===== src/rtl/any1_bht_update_ctrl.sv =====
// any1_bht_update_ctrl
// Sequences every write into the gselect BHT. After reset or a reinit pulse it sweeps
// all entries to INIT_VAL. In RUN it queues branch resolutions from two commit ports in
// program order and drains one per cycle onto the predictor's single update port.
// Optional build macro: ANY1_BHT_UPD_STATS_EN adds saturating stat_upd/stat_kill counters.

module any1_bht_update_ctrl #(
  parameter int unsigned AWID       = 32,
  parameter int unsigned TBL_DEPTH  = 512,
  parameter logic [1:0]  INIT_VAL   = 2'd3,
  parameter int unsigned FIFO_DEPTH = 4
) (
  input  logic                         clk,
  input  logic                         rst,
  input  logic                         reinit,
  input  logic                         c0_v,
  input  logic [AWID-1:0]              c0_ip,
  input  logic                         c0_takb,
  input  logic                         c1_v,
  input  logic [AWID-1:0]              c1_ip,
  input  logic                         c1_takb,
  output logic                         c_rdy,
  output logic                         upd_v,
  output logic [AWID-1:0]              upd_ip,
  output logic                         upd_takb,
  output logic                         init_we,
  output logic [$clog2(TBL_DEPTH)-1:0] init_addr,
  output logic [1:0]                   init_data,
  output logic                         pred_en
`ifdef ANY1_BHT_UPD_STATS_EN
  ,
  output logic [31:0]                  stat_upd,
  output logic [31:0]                  stat_kill
`endif
);

  localparam int unsigned TAW = $clog2(TBL_DEPTH);
  localparam int unsigned PW  = $clog2(FIFO_DEPTH);
  localparam int unsigned CW  = PW + 1;

  localparam logic [TAW-1:0] AddrLast = TAW'(TBL_DEPTH - 1);
  localparam logic [CW-1:0]  CntDepth = CW'(FIFO_DEPTH);

  localparam logic StInit = 1'b0;
  localparam logic StRun  = 1'b1;

  logic           state_q, state_d;
  // Cleared only by rst so the cycle right after reset shows all-zero outputs;
  // the sweep begins on the following cycle.
  logic           armed_q;
  logic [TAW-1:0] init_addr_q, init_addr_d;

  logic [AWID-1:0] mem_ip   [FIFO_DEPTH];
  logic            mem_takb [FIFO_DEPTH];
  logic [PW-1:0]   wr_ptr_q, wr_ptr_d;
  logic [PW-1:0]   rd_ptr_q, rd_ptr_d;
  logic [CW-1:0]   cnt_q, cnt_d;

  logic            c_rdy_q, c_rdy_d;
  logic            upd_v_q, upd_v_d;
  logic [AWID-1:0] upd_ip_q, upd_ip_d;
  logic            upd_takb_q, upd_takb_d;

  logic       accept;
  logic       kill;
  logic       enq0;
  logic       enq1;
  logic       deq;
  logic [1:0] n_enq;

  // Enqueue/dequeue decisions for this cycle
  always_comb begin
    accept = (state_q == StRun) && c_rdy_q && !reinit;
    kill   = c0_v && c0_takb;
    enq0   = accept && c0_v;
    enq1   = accept && c1_v && !kill;
    n_enq  = {1'b0, enq0} + {1'b0, enq1};
    deq    = (state_q == StRun) && !reinit && (cnt_q != '0);
  end

  // Next-state for FSM, sweep address, queue pointers and registered outputs
  always_comb begin
    state_d     = state_q;
    init_addr_d = init_addr_q;
    wr_ptr_d    = wr_ptr_q + PW'(n_enq);
    rd_ptr_d    = rd_ptr_q + PW'(deq);
    cnt_d       = cnt_q + CW'(n_enq) - CW'(deq);
    upd_v_d     = deq;
    upd_ip_d    = mem_ip[rd_ptr_q];
    upd_takb_d  = mem_takb[rd_ptr_q];

    case (state_q)
      StInit: begin
        if (armed_q) begin
          init_addr_d = init_addr_q + TAW'(1);
          if (init_addr_q == AddrLast) begin
            state_d = StRun;
          end
        end
      end
      StRun: begin
        state_d = StRun;
      end
      default: begin
        state_d = StInit;
      end
    endcase

    // reinit restarts the sweep and throws away everything queued or in flight
    if (reinit) begin
      state_d     = StInit;
      init_addr_d = '0;
      wr_ptr_d    = '0;
      rd_ptr_d    = '0;
      cnt_d       = '0;
      upd_v_d     = 1'b0;
    end

    if (!upd_v_d) begin
      upd_ip_d   = '0;
      upd_takb_d = 1'b0;
    end

    // Two free slots after this edge guarantee the next pair can never overflow
    c_rdy_d = (state_d == StRun) && ((CntDepth - cnt_d) >= CW'(2));
  end

  // Control state with synchronous reset
  always_ff @(posedge clk) begin
    if (rst) begin
      state_q     <= StInit;
      armed_q     <= 1'b0;
      init_addr_q <= '0;
      wr_ptr_q    <= '0;
      rd_ptr_q    <= '0;
      cnt_q       <= '0;
      c_rdy_q     <= 1'b0;
      upd_v_q     <= 1'b0;
      upd_ip_q    <= '0;
      upd_takb_q  <= 1'b0;
    end else begin
      state_q     <= state_d;
      armed_q     <= 1'b1;
      init_addr_q <= init_addr_d;
      wr_ptr_q    <= wr_ptr_d;
      rd_ptr_q    <= rd_ptr_d;
      cnt_q       <= cnt_d;
      c_rdy_q     <= c_rdy_d;
      upd_v_q     <= upd_v_d;
      upd_ip_q    <= upd_ip_d;
      upd_takb_q  <= upd_takb_d;
    end
  end

  // Queue storage; c0 lands first, c1 behind it (or alone when c0 is idle)
  always_ff @(posedge clk) begin
    if (enq0 || enq1) begin
      mem_ip[wr_ptr_q]   <= enq0 ? c0_ip : c1_ip;
      mem_takb[wr_ptr_q] <= enq0 ? c0_takb : c1_takb;
    end
    if (enq0 && enq1) begin
      mem_ip[wr_ptr_q + PW'(1)]   <= c1_ip;
      mem_takb[wr_ptr_q + PW'(1)] <= c1_takb;
    end
  end

`ifdef ANY1_BHT_UPD_STATS_EN
  logic [31:0] stat_upd_q;
  logic [31:0] stat_kill_q;

  // Saturating event counters; survive reinit, cleared only by rst
  always_ff @(posedge clk) begin
    if (rst) begin
      stat_upd_q  <= '0;
      stat_kill_q <= '0;
    end else begin
      if (upd_v_q && (stat_upd_q != 32'hFFFF_FFFF)) begin
        stat_upd_q <= stat_upd_q + 32'd1;
      end
      if (accept && c1_v && kill && (stat_kill_q != 32'hFFFF_FFFF)) begin
        stat_kill_q <= stat_kill_q + 32'd1;
      end
    end
  end

  assign stat_upd  = stat_upd_q;
  assign stat_kill = stat_kill_q;
`endif

  assign c_rdy     = c_rdy_q;
  assign upd_v     = upd_v_q;
  assign upd_ip    = upd_ip_q;
  assign upd_takb  = upd_takb_q;
  assign init_we   = (state_q == StInit) && armed_q;
  assign init_addr = init_addr_q;
  assign init_data = INIT_VAL;
  assign pred_en   = (state_q == StRun);

endmodule


===== config.mk =====
export PLATFORM = sky130hd
export DESIGN_NAME = any1_bht_update_ctrl
export DESIGN_NICKNAME = d
export VERILOG_FILES = /design/src/rtl/any1_bht_update_ctrl.sv
export SDC_FILE = /design/constraint.sdc
export NUM_CORES = 1
export LEC_CHECK = 0
export CAP_MARGIN = 20
export CORE_ASPECT_RATIO = 0.7
export CORE_MARGIN = 2
export CORE_UTILIZATION = 45
export DETAILED_ROUTE_END_ITERATION = 8
export GPL_TIMING_DRIVEN = 0
export PLACE_DENSITY = 0.68
export SLEW_MARGIN = 30
export SYNTH_ARGS = -nofsm -noshare
export SYNTH_HDL_FRONTEND = slang
export SYNTH_SLANG_ARGS = --single-unit

===== constraint.sdc =====
create_clock -name clk -period 5.7 [get_ports clk]
set_input_delay 0.855 -clock clk [delete_from_list [all_inputs] [get_ports clk]]
set_output_delay 0.855 -clock clk [all_outputs]
set_load 0.03 [all_outputs]

# After elaboration in Yosys (flattened, before gate mapping)
# Memories as Yosys holds them, arrays and structs flattened. A register that Yosys moved wholly into a read port is not among the register bits.
# Cells that the tools add are included.
word_totals:
  register_bits: 20
  ram_bits: 132
  inputBits: 71
  output_inout_bits: 48
  wordCells: 53
  mem_count: 2
mem_list:
  columns: ["name", "words", "width", "rd", "rd_clocked_by_memory_dff", "wr", "line", "source"]
  rows:
  - ["mem_ip", 4, 32, 1, 1, 2, "53", "logic [AWID-1:0] mem_ip [FIFO_DEPTH];"]
  - ["mem_takb", 4, 1, 1, 1, 2, "54", "logic mem_takb [FIFO_DEPTH];"]
op_classes:
  n_addsub: 8
  magnitude_cmp: 1
  eq_ne: 1
  mux: 13
  n_bitwise: 2
  reduce_logical: 18
op_table:
  columns: ["cell", "n"]
  rows:
  - ["$mux 32", 1]
  - ["$logic_and 1x1->1", 11]
  - ["$mux 1", 10]
  - ["$add 9x1->9 const B", 1]
  - ["$eq 9x9->1 const B", 1]
  - ["$reduce_or 2->1", 2]
  - ["$add 3x2->3", 1]
  - ["$ge 3x2->1 const B", 1]
  - ["$mux 3", 1]
  - ["$reduce_bool 3->1", 1]
  - ["$sub 3x1->3", 1]
  - ["$sub 3x3->3 const A", 1]
  - ["$add 1x1->2", 1]
  - ["$add 2x1->2", 1]
  - ["$add 2x1->2 const B", 1]
  - ["$add 2x2->2", 1]
  - ["$logic_not 1->1", 2]
  - ["$not 1->1", 2]
  - ["$pmux 1 s2", 1]
  - ["$reduce_and 2->1", 1]
  - ["$logic_or 1x1->1", 1]

# Logic depth before layout (Yosys ltp)
logic_depth:
  depth_word: 11
  ltp_mapped: 15
  mapped_depth_nobuf: 15

# Worst setup path after synthesis
# Ideal clock, no wire load.
synth_timing:
  path_type: "input -> register"
  from: "input port reinit"
  to: "memory mem_ip[1][0] (enable)"
  setup_time_ns: 0.474
  t_arrival_ns: 4.122
  path_slack_ns: 1.104
  stages: 6
  path_buffers: 0
  path_cell_list: "and2b_1 > and2_1 > and3_1 > ha_1 > nor2_1 > a211oi_1"
synth_lines:
  columns: ["item", "line", "source"]
  rows:
  - ["from (decl)", "15", "input logic reinit,"]
  - ["to (decl)", "53", null]

# Final worst setup path
layout_timing:
  from: "input port reinit"
  to: "register c_rdy_q, in the netlist c_rdy"
layout_via:
  elab_chain_cells: 11
  elab_cells_between_ends: 15
  cone_classes: "4 x add/sub; 1 x order compare; 2 x mux; 8 x reduce/logical"
layout_lines:
  columns: ["item", "line", "source"]
  rows:
  - ["$logic_not 1->1", "73, 78", null]
  - ["$logic_and 1x1->1", "73", "accept = (state_q == StRun) && c_rdy_q && !reinit;"]
  - ["$logic_and 1x1->1 (2 in series)", "76", "enq1 = accept && c1_v && !kill;"]
  - ["$add 1x1->2", "77", "n_enq = {1'b0, enq0} + {1'b0, enq1};"]
  - ["$add 3x2->3", "87", "cnt_d = cnt_q + CW'(n_enq) - CW'(deq);"]
  - ["$sub 3x1->3", "87", null]
  - ["$mux 3 *", "110", "if (reinit) begin"]
  - ["net cnt_d[1]", "57", "logic [CW-1:0] cnt_q, cnt_d;"]
  - ["$sub 3x3->3 *", "125", "c_rdy_d = (state_d == StRun) && ((CntDepth - cnt_d) >= CW'(2));"]
  - ["$ge 3x2->1 *", "125", null]
  - ["$logic_and 1x1->1 *", "125", null]
  - ["to (signal assigned)", "148", "c_rdy_q <= c_rdy_d;"]
  - ["to (decl)", "59", "logic c_rdy_q, c_rdy_d;"]
# Mark *: on every way through the listed nets, which the timed path passes. The rest lies on a longest branch.
# A chain may end at the register's enable or synchronous reset.

==> results <==
- The run finished with clean final reports.
- The arrival time of the worst setup path is 4.18 ns.
- The peak clock frequency supported by timing is 258.8 MHz.
- The top cell type by area accounts for 46.62% of the synthesized area.
- The core region is 0.01871 sq mm.
- Counting cells, the worst reg-to-reg path comes to 15.
- The mapped cell area is 0.008502 sq mm.
- Once layout is complete, the utilization of the core stands at 57.60%.
- The worst ir drop on vdd is 0.1736 mV.
- The number of buffers created by CTS is 17.
- The number of enable-type register cells in the synthesized netlist is 132.
- The number of setup buffers added after CTS is 0.
- The routed layout has 4866 vias.
- The critical path goes through clkdlybuf4s50_1 > and2b_1 > and2_1 > and3_1 > ha_1 > inv_1 > ha_1 > inv_1 > ha_1 > inv_1 > fa_1 > nor2_1 > inv_1 > ha_1 > o21a_1 > o41a_1.
- The number of gates resized after CTS is 0.
- The number of global-route vias before repair was 5115.
- The CTS tree is yes.
- For this design, the slowest cell found on the critical path is clkdlybuf4s50_1.
- The worst-case clock skew is 0.01265 ns.
- The worst min-delay path endpoint is init_addr[7].
- The number of max-slew violations in the final report is 0.
- In this run the count of I/O pins placed on the die edge is 119.
- The setup TNS after final layout is 0 ns.
- Dividing the detail-routed wire length by the instance count gives 20.09 um.
- The setup check on the worst reg-to-reg path leaves a slack of 2.52 ns.
- Excluding fillers, the count of instances in the completed layout stands at 915.
- After synthesis, the cell types taking the most area are edfxtp_1, mux2_2, dfxtp_1.
- Hold timing on the final database bottoms out at a slack of 0.5212 ns.
- The clock drives 185 sinks.
- The endpoint of the lowest-slack register-to-register path is c_rdy.
- Grouping stages by cell kind, the critical path spends the most delay in adder cells.
- The max-cap check violation count is 0.
- Of the cells placed in the final design, the portion with a size suffix greater than 1 is 34.77%.
- Counting instances, the worst hold path has a depth of 2.
- For this run, the total global-route usage over all layers was measured as 19.29%.
- The maximum number of pins on one net before global-route repair is 17.
- The violation count after the first detailed-routing iteration is 338.
- The number of core rows is 42.
- The synthesized netlist contains 47 unique library cells.
- The analysis attributes to cell leakage a power of 0.003688 uW.
- The first global-routing pass estimated 28.47 mm of wire.
- The longest clock path from root to sink contains 2 buffers.
- Setup repair after global routing left no endpoint under its margin.
- The reg-to-reg critical path startpoint is pred_en.
- The total setup violations reported at the end of the flow is 0.
- After synthesis the netlist holds a flip-flop and latch count of 185.
- The cell count after placement is 883.
- The origin of the worst min-delay path is init_addr[7].
- The overall die area is 0.02003 sq mm.
- After technology mapping, the gate count stands at 513.
- The effective utilization at floorplan is 45.45%.
- The net count of the finished layout is 743.
- Of the available clock period, the critical path in the final layout requires 67.79%.
- The clock root buffer is clkbuf_16.
- The slew at the pin closest to its max-slew limit is 0.7966 ns.
- Headroom to the max-slew limit came out at 46.89%.
- The worst setup path is captured at a register.
- Data on the critical path is required at its endpoint by 6.02 ns.
- The width of the die is 168.3 um.
- After detailed routing, the number of remaining DRC violations is 0.
- The antenna diode count is 0.
- The count of buffers added on input and output ports is 116.
- For this design the ratio of total power to cell area is 259.4 mW/mm^2.
- The final number of hold-violating endpoints is 0.
- After detailed routing, the total wire length is 18.38 mm.
- The average footprint of a synthesized cell is 16.57 sq um.
- The number of buffers and inverters on the critical path is 5.
- The die is 119 um tall.
- Routability-driven placement finished with a final weighted congestion of 0.7256.
- The placed wire-length estimate after detailed placement is 12.38 mm.
- The most used flip-flop cell after synthesis is edfxtp_1.
- The async set-or-reset flop fraction in the synthesized netlist is 0%.
- The number of H-tree levels is 4.
- The total overflow left after global routing is 0.
- Of all nets on the critical path, the largest fanout is 8.
- On the worst path, the slowest cell contributes a delay of 0.59 ns.
- Buffers inserted to repair hold after CTS numbered 0.
- The largest area contributor in the netlist is edfxtp_1.
- The path category of the worst min-delay check is reg -> reg.
- The routed via count divided by cell count is 5.318.
- STA classifies the critical path startpoint as an input pin.
- The first detailed-routing pass took 4 iterations.
- For this run, the number of Yosys warnings is 0.
- The number of antenna violations at the first check in global routing was 1.
- Compared with the post-synthesis result, the final layout area differs by 26.74%.
- The worst-skew pair later-pin latency is 0.43 ns.
- Subtracting the final worst setup slack from the clock period gives 3.864 ns.
- The type of the worst setup path is in -> reg.
- After clock tree synthesis, the clock-pin slew on the worst setup and hold paths is 0.07 ns.
- The sequential element share of the synthesized area is 59.10%.
- Once detail routing completed, the nets flagged for antenna violations numbered 0.
==> cell type report <==
type / instances / area, sq um
Fill cell: 1471 / 7933
Sequential cell: 185 / 5025
Tap cell: 242 / 302.8
Multi-Input combinational cell: 284 / 3257
Buffer: 32 / 225.2
Inverter: 13 / 48.80
Timing Repair Buffer: 127 / 1313
Clock inverter: 11 / 142.6
Clock buffer: 21 / 461.7
==> worst max-delay path by stage <==
stage | end | slack [ns] | cells after the start | from
3_3_place_gp | mem_ip[1][24] | -1.91 | 7 | reinit
6_report | c_rdy | 1.84 | 16 | reinit
4_1_cts | c_rdy | 1.84 | 16 | reinit
2_1_floorplan | mem_ip[1][0] | 1.10 | 6 | reinit
3_5_place_dp | c_rdy | 1.38 | 16 | reinit
5_1_grt | c_rdy | 1.66 | 16 | reinit
==> Yosys cell counts (2+ instances only) <==
master,count
edfxtp_1,132
mux2_2,99
dfxtp_1,53
mux4_2,33
nor2b_1,33
mux2_4,30
inv_1,13
nor2_1,13
ha_1,11
clkbuf_1,10
buf_2,9
buf_4,8
a21oi_1,6
nand3_1,5
and2_1,4
o21ai_0,4
or3_1,4
buf_12,3
mux2_1,3
nand2_1,3
o31ai_1,3
xnor2_1,3
a211oi_1,2
buf_6,2
mux2i_1,2
nand2b_1,2
or4_1,2
xor2_1,2
==> cells by family (layout without fill, tap and decap cells) <==
group / after synthesis / in the layout / synth area share (%)
multiplexers: 167 / 167 / 27.79
other: 1 / 2 / 0.04411
AO/OA/AOI/OAI: 22 / 22 / 2.105
adder cells (fa/ha/maj): 12 / 12 / 1.854
flip-flops: 185 / 185 / 59.10
XOR/XNOR: 6 / 6 / 0.7948
buffers and inverters: 45 / 204 / 3.223
AND/OR/NAND/NOR: 75 / 75 / 5.092
==> registers in the layout (all words and copies together), names as in the netlist <==
register,count
cnt_q,3
pred_en,1
c_rdy,1
upd_ip,32
upd_v,1
init_addr,9
upd_takb,1
mem_ip,128
wr_ptr_q,2
rd_ptr_q,2
mem_takb,4
armed_q,1
==> power by group <==
| part | switching (uW) | internal (uW) |
|---|---|---|
| combinational | 48.7 | 86.5 |
| clock | 504 | 716 |
| sequential | 0.987 | 1440 |
| total | 554 | 2240 |
==> worst min-delay path, delay by kind of cell, from the launching register on <==
kind           cells  cell delay (ns)
AO/OA/AOI/OAI      2             0.13
flip-flops         1             0.34
==> per-layer routing <==
metal  share of wire [%]  vias to the layer above  global-route usage (%)
met3                 5.2                       10                   4.387
met2                  49                      133                   31.30
met1                  45                     2476                   26.26
met4                0.82                        0                   5.388
met5                   0                        -                       0
li1                    -                     2247                       -
==> cell usage in the layout (no fill, tap or decap), types with 3 or more instances in the layout <==
| cell type | synthesis | final |
|---|---|---|
| a21oi_1 | 6 | 6 |
| buf_2 | 9 | 9 |
| clkdlybuf4s50_1 | 0 | 116 |
| buf_4 | 8 | 8 |
| nor2_1 | 13 | 13 |
| nor2b_1 | 33 | 33 |
| nand2_1 | 3 | 3 |
| bufinv_16 | 0 | 3 |
| mux2_1 | 3 | 3 |
| mux2_2 | 99 | 99 |
| mux4_2 | 33 | 33 |
| ha_1 | 11 | 11 |
| edfxtp_1 | 132 | 132 |
| dfxtp_1 | 53 | 53 |
| buf_12 | 3 | 3 |
| o21ai_0 | 4 | 3 |
| buf_6 | 2 | 9 |
| buf_8 | 0 | 3 |
| nand3_1 | 5 | 5 |
| inv_1 | 13 | 13 |
| and2_1 | 4 | 4 |
| clkbuf_16 | 0 | 18 |
| clkinv_2 | 0 | 4 |
| xnor2_1 | 3 | 3 |
| clkbuf_1 | 10 | 13 |
| or3_1 | 4 | 4 |
| mux2_4 | 30 | 30 |
==> through the flow <==
step                power, uW  area (sq um)  setup slack [ns]
floorplan                1525          8506             1.104
global placement         1596          9970            -1.906
detailed placement       1603         10170             1.381
CTS                      2818         10780             1.844
global route             2882         10780             1.662
finish                   2795         10780             1.836
No activity file was read; power rests on OpenSTA's default activity.
